$ cat config.mk
export PLATFORM = sky130hd
export DESIGN_NAME = seg_display_scheduler
export DESIGN_NICKNAME = d
export VERILOG_FILES = /design/src/rtl/seg_disp_pkg.sv /design/src/rtl/scan_prescaler.sv /design/src/rtl/seg_display_scheduler.sv
export SDC_FILE = /design/constraint.sdc
export NUM_CORES = 1
export LEC_CHECK = 0
export CAP_MARGIN = 30
export CORE_MARGIN = 2
export CORE_UTILIZATION = 54
export DETAILED_ROUTE_END_ITERATION = 8
export PLACE_DENSITY = 0.85
export RECOVER_POWER = 50
export SYNTH_ARGS = -nofsm -noshare
export SYNTH_HDL_FRONTEND = slang
export SYNTH_SLANG_ARGS = --single-unit
$ cat constraint.sdc
create_clock -name clk -period 3.9 [get_ports clk]
set_input_delay 1.17 -clock clk [delete_from_list [all_inputs] [get_ports clk]]
set_output_delay 1.17 -clock clk [all_outputs]
set_load 0.02 [all_outputs]
$ cat src/rtl/seg_disp_pkg.sv
// Shared constants for the multiplexed 7-segment display scheduler.
package seg_disp_pkg;

    localparam int unsigned NUM_DIGITS = 4;
    localparam logic [1:0]  SRC_NONE   = 2'b00;
    localparam logic [1:0]  SRC_A      = 2'b01;
    localparam logic [1:0]  SRC_B      = 2'b10;
    localparam logic [3:0]  AN_ALL_OFF = 4'hF;

endpackage

$ cat src/rtl/scan_prescaler.sv
// Clock-enable prescaler: one-cycle tick every SCAN_DIV system clocks.
module scan_prescaler #(
    parameter int unsigned SCAN_DIV = 262144
) (
    input  logic clk,
    input  logic reset,
    output logic tick
);

    localparam int unsigned PW = (SCAN_DIV > 1) ? $clog2(SCAN_DIV) : 1;
    localparam logic [PW-1:0] LAST = PW'(SCAN_DIV - 1);

    logic [PW-1:0] presc_q;
    logic [PW-1:0] presc_d;

    always_comb begin
        tick    = (presc_q == LAST);
        presc_d = tick ? '0 : presc_q + PW'(1);
    end

    always_ff @(posedge clk) begin
        if (reset) begin
            presc_q <= '0;
        end else begin
            presc_q <= presc_d;
        end
    end

endmodule

$ cat src/rtl/seg_display_scheduler.sv
// Digit scan, frame-boundary source arbitration with minimum dwell, and
// leading-zero blanking for a 4-digit multiplexed 7-segment display.
module seg_display_scheduler
    import seg_disp_pkg::*;
#(
    parameter int unsigned SCAN_DIV   = 262144,
    parameter int unsigned MIN_FRAMES = 8,
    parameter int unsigned DIGIT_W    = 4
) (
    input  logic                            clk,
    input  logic                            reset,
    input  logic                            a_valid,
    input  logic [NUM_DIGITS*DIGIT_W-1:0]   a_data,
    output logic                            a_ready,
    input  logic                            b_valid,
    input  logic [NUM_DIGITS*DIGIT_W-1:0]   b_data,
    output logic                            b_ready,
    input  logic                            blank_lz,
    output logic [NUM_DIGITS-1:0]           an,
    output logic [DIGIT_W-1:0]              digit,
    output logic                            digit_blank,
    output logic                            frame_done,
    output logic [1:0]                      src
);

    localparam int unsigned WW = NUM_DIGITS * DIGIT_W;
    localparam int unsigned IW = $clog2(NUM_DIGITS);
    localparam int unsigned DW = (MIN_FRAMES > 1) ? $clog2(MIN_FRAMES) : 1;

    logic          tick;
    logic [IW-1:0] idx_q,    idx_d;
    logic [3:0]    an_q,     an_d;
    logic [WW-1:0] shadow_q, shadow_d;
    logic [1:0]    src_q,    src_d;
    logic [DW-1:0] dwell_q,  dwell_d;
    logic [DW-1:0] dwell_dec;
    logic [1:0]    grant;
    logic          owner_valid;
    logic          lz_zero;

    scan_prescaler #(.SCAN_DIV(SCAN_DIV)) u_presc (
        .clk   (clk),
        .reset (reset),
        .tick  (tick)
    );

    // Arbitration: a dwelling owner that still offers data keeps the display.
    always_comb begin
        frame_done  = tick && (idx_q == IW'(NUM_DIGITS - 1));
        owner_valid = ((src_q == SRC_A) && a_valid) || ((src_q == SRC_B) && b_valid);
        grant       = SRC_NONE;
        if ((dwell_q != '0) && owner_valid) begin
            grant = src_q;
        end else if (a_valid) begin
            grant = SRC_A;
        end else if (b_valid) begin
            grant = SRC_B;
        end
        a_ready   = frame_done && (grant == SRC_A);
        b_ready   = frame_done && (grant == SRC_B);
        dwell_dec = (dwell_q == '0) ? '0 : dwell_q - DW'(1);
    end

    always_comb begin
        idx_d    = idx_q;
        shadow_d = shadow_q;
        src_d    = src_q;
        dwell_d  = dwell_q;
        if (tick) begin
            idx_d = idx_q + IW'(1);
        end
        if (frame_done) begin
            dwell_d = dwell_dec;
            if (a_ready || b_ready) begin
                shadow_d = a_ready ? a_data : b_data;
                src_d    = grant;
                if (grant != src_q) begin
                    dwell_d = DW'(MIN_FRAMES - 1);
                end
            end
        end
        an_d = AN_ALL_OFF ^ (4'(1) << idx_d);
    end

    always_ff @(posedge clk) begin
        if (reset) begin
            idx_q    <= '0;
            an_q     <= 4'b1110;
            shadow_q <= '0;
            src_q    <= SRC_NONE;
            dwell_q  <= '0;
        end else begin
            idx_q    <= idx_d;
            an_q     <= an_d;
            shadow_q <= shadow_d;
            src_q    <= src_d;
            dwell_q  <= dwell_d;
        end
    end

    // Leading-zero test: selected digit and every digit to its left are zero.
    always_comb begin
        lz_zero = 1'b1;
        for (int i = 0; i < NUM_DIGITS; i++) begin
            if ((IW'(i) >= idx_q) && (shadow_q[i*DIGIT_W +: DIGIT_W] != '0)) begin
                lz_zero = 1'b0;
            end
        end
        digit       = shadow_q[idx_q*DIGIT_W +: DIGIT_W];
        digit_blank = (src_q == SRC_NONE) || (blank_lz && (idx_q != '0) && lz_zero);
    end

    assign an  = an_q;
    assign src = src_q;

endmodule

* Word level (Yosys, flattened, before mapping)
Index checks and enable logic that the tools add are counted.
** Word-level totals
- Flip-flop bits (word level) :: 45
- Input bits :: 37
- Output and inout bits :: 14
- Word-level logic and storage cells :: 60
** Operators by class
- Add/sub/neg operators :: 3
- $lt $le $gt $ge :: 4
- Equal/unequal tests :: 7
- Shift operators :: 2
- Muxes and demuxes :: 12
- Bitwise gates (word level) :: 1
- Reduce and logical (&&, ||, !) cells :: 25
** Operators with widths (number)
- adder 18 x 1 -> 18 bit (second input constant) :: 1
- == test 18 bit (second input constant) :: 1
- two-way mux 16 bit :: 1
- nonzero test 4 bit :: 4
- variable part select 16 x 5 -> 4 bit :: 1
- logical AND 1 bit :: 12
- two-way mux 3 bit :: 3
- two-way mux 2 bit :: 4
- == test 2 bit (second input constant) :: 3
- == test 2 x 1 -> 1 bit (second input constant) :: 2
- greater-or-equal comparator 1 x 2 -> 1 bit (first input constant) :: 2
- greater-or-equal comparator 2 bit (first input constant) :: 2
- two-way mux 1 bit :: 4
- NOT 4 bit :: 1
- << shifter 1 x 2 -> 4 bit (first input constant) :: 1
- logical NOT 3 bit :: 1
- logical OR 1 bit :: 3
- nonzero test 3 bit :: 1
- subtractor 3 x 1 -> 3 bit (second input constant) :: 1
- adder 2 x 1 -> 2 bit (second input constant) :: 1
- logical NOT 2 bit :: 1
- inequality test 2 bit :: 1
- AND reduction 2 bit :: 1
- nonzero test 2 bit :: 1
- OR reduction 2 bit :: 1

* Depth between registers and ports, before layout
- Word-level depth :: 9
- Mapped depth :: 8
- Depth with buffers taken out :: 6

* By module
Synthesis repeated with hierarchy kept, for this count alone.
** Unflattened totals
- Cell total of the unflattened synthesis :: 251
- Area total of the unflattened synthesis :: 2147.1 sq um
** Modules (own cells, without submodules)
- seg_display_scheduler :: times used 1, cells an instance 158, area an instance 1351.3 sq um, seq. area each 540.5 sq um
- scan_prescaler :: times used 1, cells an instance 93, area an instance 795.8 sq um, seq. area each 360.3 sq um

* Worst setup path after synthesis
No wires, ideal clock.
- Path type :: input-to-output
- From :: input port b_valid
- To :: output port a_ready
- Arrival time :: 2004 ps
- Data required time :: 2730 ps
- Path slack :: 726 ps
- Stages :: 5
- Path buffers :: 2
- Cells stage by stage :: nand2b_1 > o21ai_0 > buf_2 > buf_2 > nor2_1
** On the way
- Cells in the longest elaborated chain, start to end :: 6
- Elaborated cells on any way between the ends :: 8
- Classes of those cells :: 1 x eq/ne; 3 x mux; 4 x reduce/logical
** RTL lines
- start: declaration :: RTL line seg_display_scheduler.sv:15 : input logic b_valid,
- logical AND 1 bit :: RTL line seg_display_scheduler.sv:50 : owner_valid = ((src_q == SRC_A) && a_valid) || ((src_q == SRC_B) && b_valid);
- logical OR 1 bit :: RTL line seg_display_scheduler.sv:50
- logical AND 1 bit :: RTL line seg_display_scheduler.sv:52 : if ((dwell_q != '0) && owner_valid) begin
- two-way mux 2 bit * :: RTL line seg_display_scheduler.sv:52
- == test 2 x 1 -> 1 bit * :: RTL line seg_display_scheduler.sv:59 : a_ready = frame_done && (grant == SRC_A);
- logical AND 1 bit * :: RTL line seg_display_scheduler.sv:59
- end: declaration :: RTL line seg_display_scheduler.sv:14 : output logic a_ready,
Every way passes the cells marked *; elsewhere a longest branch is shown, timed or not.

* Final worst setup path
- From :: input port a_valid
- To :: output port b_ready
** On the way
- Cells in the longest elaborated chain, start to end :: 6
- Elaborated cells on any way between the ends :: 7
- Classes of those cells :: 1 x eq/ne; 2 x mux; 4 x reduce/logical
** RTL lines
- start: declaration :: RTL line seg_display_scheduler.sv:12 : input logic a_valid,
- logical AND 1 bit :: RTL line seg_display_scheduler.sv:50
- logical OR 1 bit :: RTL line seg_display_scheduler.sv:50
- logical AND 1 bit :: RTL line seg_display_scheduler.sv:52
- two-way mux 2 bit * :: RTL line seg_display_scheduler.sv:52
- == test 2 bit * :: RTL line seg_display_scheduler.sv:60 : b_ready = frame_done && (grant == SRC_B);
- logical AND 1 bit * :: RTL line seg_display_scheduler.sv:60
- end: declaration :: RTL line seg_display_scheduler.sv:17 : output logic b_ready,
Marks and branches as above.

==> impl_table.tex <==
\begin{tabular}{lr}
\hline
Metric & Value \\
\hline
\multicolumn{2}{l}{\textbf{Run status}} \\
\quad Result of the run & finished with violations \\
\quad Failing checks & capacitance limit \\
\multicolumn{2}{l}{\textbf{GRT}} \\
\quad Pin count of the biggest net entering global routing & 18 \\
\quad Antenna violations before repair & 0 \\
\quad Vias in the first global route & approximately 1700 \\
\quad Total track usage & between 20\% and 30\% \\
\quad Total congestion overflow after global routing & 0 \\
\quad Global-route wire length before repair & between 7000 and 8000 um \\
\multicolumn{2}{l}{\textbf{Logic synthesis}} \\
\quad Mean area per synthesized cell & $\sim$9.8 sq um \\
\quad Number of nets in the synthesized netlist & 273 \\
\quad Number of synthesized flops with an enable pin & 0 \\
\quad Cell area after technology mapping & between 2000 and 2500 sq um \\
\quad Total of flip-flops plus latches after synthesis & 45 \\
\quad Yosys warnings & 0 \\
\quad Synth Flop Type & sky130\_fd\_sc\_hd\_\_dfxtp\_1 \\
\quad Fraction of registers with async set/reset & 0\% \\
\quad Count of unique library cells instantiated by Yosys & 47 \\
\quad Sequential area share after synthesis & 39.9\% \\
\quad Post-synthesis instance total & 230 \\
\multicolumn{2}{l}{\textbf{Clocking}} \\
\quad Hold buffer count at CTS & 0 \\
\quad Clock tree from TritonCTS & built \\
\quad Post-CTS clock slew at the launch and capture registers of the worst setup and hold paths & $\sim$0.080 ns \\
\quad CTS root buffer & sky130\_fd\_sc\_hd\_\_clkbuf\_8 \\
\quad Clock latency on the worst-skew pair & 0.30 ns \\
\quad Post-CTS resize count & 0 \\
\quad Number of sinks handled by clock tree synthesis & 45 \\
\quad Maximum buffer depth of the clock tree & 2 \\
\quad Number of buffers added by the clock tree synthesis step & 5 \\
\quad Total setup buffers inserted after CTS & 0 \\
\quad Number of H-tree branching levels & 2 \\
\multicolumn{2}{l}{\textbf{Power}} \\
\quad Worst VDD drop & 0.000263 V \\
\quad Lkg Pwr & between 1 and 1.5 nW \\
\quad P per Cell Area & roughly 290 nW/um\^{}2 \\
\multicolumn{2}{l}{\textbf{Worst setup path}} \\
\quad Endpoint type of the worst setup path & primary output \\
\quad R2r endpoint & u\_presc.presc\_q[3] \\
\quad Worst Path Max Fanout & 5 \\
\quad Worst flop-to-flop path startpoint & u\_presc.presc\_q[0] \\
\quad WS Path Type & in2out \\
\quad Critical path data required time & $\sim$2.7 ns \\
\quad Startpoint types & primary input \\
\quad Worst reg-to-reg setup slack & slightly above 1 ns \\
\quad Path depth of the worst reg2reg path & 5 \\
\quad Arr. time, crit path & around 2.6 ns \\
\multicolumn{2}{l}{\textbf{Detailed routing}} \\
\quad ANT nets after route & 0 \\
\quad Overall via count from detail\_route & between 1500 and 2000 \\
\quad Total wire length & approximately 4800 um \\
\quad Detail-routed net length per standard cell & between 10 and 15 um \\
\quad Detailed router's first-iteration violation count & 77 \\
\quad Detailed-router iteration count before antenna repair & 4 \\
\quad Remaining routing DRC violations & 0 \\
\quad Vias per cell & between 5 and 6 \\
\multicolumn{2}{l}{\textbf{Cells and area}} \\
\quad Final Net Count & between 300 and 400 \\
\quad Area growth, synth to finish & 26.4\% \\
\quad Layout fillers & 321 \\
\quad Layout cells sized above 1 & under 10\% \\
\quad Antenna diode count & 0 \\
\quad Non-Filler Instances & 332 \\
\multicolumn{2}{l}{\textbf{Min path}} \\
\quad Class of the most critical hold timing path & reg2reg \\
\quad Worst Hold Path EP & shadow\_q[3] \\
\quad Hold-critical path depth & 1 \\
\quad Hold Startpoint & shadow\_q[3] \\
\multicolumn{2}{l}{\textbf{Placed design}} \\
\quad GPL Wtd Cong & 0.777 \\
\quad Post-DP HPWL & between 3000 and 4000 um \\
\quad \# port buffers & 50 \\
\quad Placed cell count & roughly 320 \\
\multicolumn{2}{l}{\textbf{STA}} \\
\quad Count of final hold-check violations & 0 \\
\quad Final Hold Slack & around 0.47 ns \\
\quad Final sum of negative setup slack & 0 ns \\
\quad Worst Skew & 0.00520 ns \\
\quad Unrepaired setup endpoints after global routing & no \\
\quad Final worst path period share & 97.4\% \\
\quad Transition at the pin with the smallest max-transition slack & 1.47 ns \\
\quad Tmin final & $\sim$3.8 ns \\
\quad Upper clock frequency limit & between 200 and 300 MHz \\
\quad Number of setup violations in the final report & 0 \\
\quad Max\_slew headroom & less than 1\% \\
\quad Number of max-slew violations in the final report & 0 \\
\multicolumn{2}{l}{\textbf{Floorplanning}} \\
\quad Site row count & 23 \\
\quad I/O pin cnt & roughly 50 \\
\quad Floorplan die area & around 4700 sq um \\
\quad Initial Util & about 56\% \\
\quad Die boundary height & around 69 um \\
\quad Std-Cell Core Area & approximately 4000 sq um \\
\quad Die X-Extent & between 60 and 70 um \\
\multicolumn{2}{l}{\textbf{Flow run}} \\
\quad Reported max-cap violation count & 1 \\
\hline
\end{tabular}
cells in the mapped netlist (2+ instances only):
cell type,number,area share (%)
sky130_fd_sc_hd__a21oi_1,7,1.6
sky130_fd_sc_hd__nor3_1,4,0.89
sky130_fd_sc_hd__nor2_1,26,4.3
sky130_fd_sc_hd__and4_1,4,1.6
sky130_fd_sc_hd__nand2_1,6,1.0
sky130_fd_sc_hd__o2bb2ai_1,16,6.2
sky130_fd_sc_hd__dfxtp_1,45,40
sky130_fd_sc_hd__o22ai_1,2,0.55
sky130_fd_sc_hd__o21ai_1,6,1.3
sky130_fd_sc_hd__mux4_2,4,4.0
sky130_fd_sc_hd__mux2i_1,16,7.1
sky130_fd_sc_hd__o21ai_0,2,0.44
sky130_fd_sc_hd__inv_1,11,1.8
sky130_fd_sc_hd__and2_1,2,0.55
sky130_fd_sc_hd__a31oi_1,2,0.55
sky130_fd_sc_hd__clkbuf_1,5,0.83
sky130_fd_sc_hd__nor4_1,7,1.9
sky130_fd_sc_hd__ha_1,6,3.3
sky130_fd_sc_hd__nand2b_1,2,0.55
sky130_fd_sc_hd__xor2_1,6,2.3
sky130_fd_sc_hd__nand3_1,7,1.6
sky130_fd_sc_hd__xnor2_1,7,2.7
sky130_fd_sc_hd__buf_2,3,0.67
sky130_fd_sc_hd__nand4_1,6,1.7
sky130_fd_sc_hd__a211oi_1,6,2.0
critical path, stage by stage:
cell                              delay (ns)
sky130_fd_sc_hd__clkdlybuf4s50_1        0.48
sky130_fd_sc_hd__o21ai_0                0.10
sky130_fd_sc_hd__and4_1                 0.26
sky130_fd_sc_hd__clkdlybuf4s50_1        0.62
cell usage in the layout (no fill, tap or decap), types with 2 or more instances in the layout:
cell and count:
sky130_fd_sc_hd__clkdlybuf4s50_1 49, sky130_fd_sc_hd__dfxtp_1 45, sky130_fd_sc_hd__nor2_1 26, sky130_fd_sc_hd__mux2i_1 16
sky130_fd_sc_hd__o2bb2ai_1 16, sky130_fd_sc_hd__inv_1 11, sky130_fd_sc_hd__nand3_1 7, sky130_fd_sc_hd__nor4_1 7
sky130_fd_sc_hd__xnor2_1 7, sky130_fd_sc_hd__a21oi_1 7, sky130_fd_sc_hd__nand4_1 6, sky130_fd_sc_hd__nand2_1 6
sky130_fd_sc_hd__xor2_1 6, sky130_fd_sc_hd__a211oi_1 6, sky130_fd_sc_hd__ha_1 6, sky130_fd_sc_hd__clkbuf_8 5
sky130_fd_sc_hd__mux4_2 4, sky130_fd_sc_hd__o21ai_0 4, sky130_fd_sc_hd__and4_1 4, sky130_fd_sc_hd__nor3_1 4
sky130_fd_sc_hd__o21ai_1 4, sky130_fd_sc_hd__clkbuf_1 3, sky130_fd_sc_hd__buf_4 3, sky130_fd_sc_hd__and2_1 2
sky130_fd_sc_hd__nand2b_1 2, sky130_fd_sc_hd__o22ai_1 2, sky130_fd_sc_hd__a31oi_1 2, sky130_fd_sc_hd__clkinv_2 2
state kept, by name, indices dropped and copies added, names as in the netlist:
name,flops
u_presc.presc_q,18
shadow_q,16
an,4
dwell_q,3
idx_q,2
src,2
power by group:
| group | switching, mW | internal (mW) | total, mW |
|---|---|---|---|
| clock | 0.150 | 0.124 | 0.274 |
| sequential | 0.00500 | 0.463 | 0.468 |
| combinational | 0.0285 | 0.0467 | 0.0752 |
| total | 0.184 | 0.634 | 0.818 |
through the flow:
stage	total power [mW]	util, %	setup slack, ns	instance area, sq um
finish	0.818	71.3	0.100	2850
CTS	0.823	72.2	0.103	2890
global placement	0.554	69.9	0.127	2800
detailed placement	0.556	70.1	0.107	2800
global route	0.848	71.3	0.0395	2850
floorplan	0.510	-	0.726	2260
metal layers:
metal,track usage [%],vias up,part of all wire (%)
li1,-,963,-
met1,27.4,908,45
met4,8.50,0,1.1
met5,0,-,0
met3,6.17,5,5.9
met2,35.3,39,48
worst max path at each step:
stage	from	endpoint	slack, ns	cells after the start
detailed placement	a_valid	b_ready	0.11	4
global placement	a_valid	b_ready	0.13	4
finish	a_valid	b_ready	0.10	4
global route	a_valid	b_ready	0.04	4
CTS	a_valid	b_ready	0.10	4
floorplan	b_valid	a_ready	0.73	5
layout make-up:
class / instances / area (sq um) / share of cell area, %
Multi-Input combinational cell: 163 / 1230 / 43.3
Tap cell: 50 / 62.6 / 2.19
Clock buffer: 6 / 72.6 / 2.54
Inverter: 11 / 41.3 / 1.45
Clock inverter: 2 / 10.0 / 0.351
Timing Repair Buffer: 55 / 531 / 18.6
Sequential cell: 45 / 901 / 31.6
cell families after synthesis:
kind of cell               Yosys count  synth area share [%]
AOI/OAI and AO/OA                   51                  17.7
xor gates and xnor gates            13                  5.05
adders and majority gates            6                  3.33
buffers and inverters               22                  4.33
DFF                                 45                  39.9
muxes                               21                  11.6
and+or+nand+nor                     72                  18.0
(Power assumes the default switching activity.)
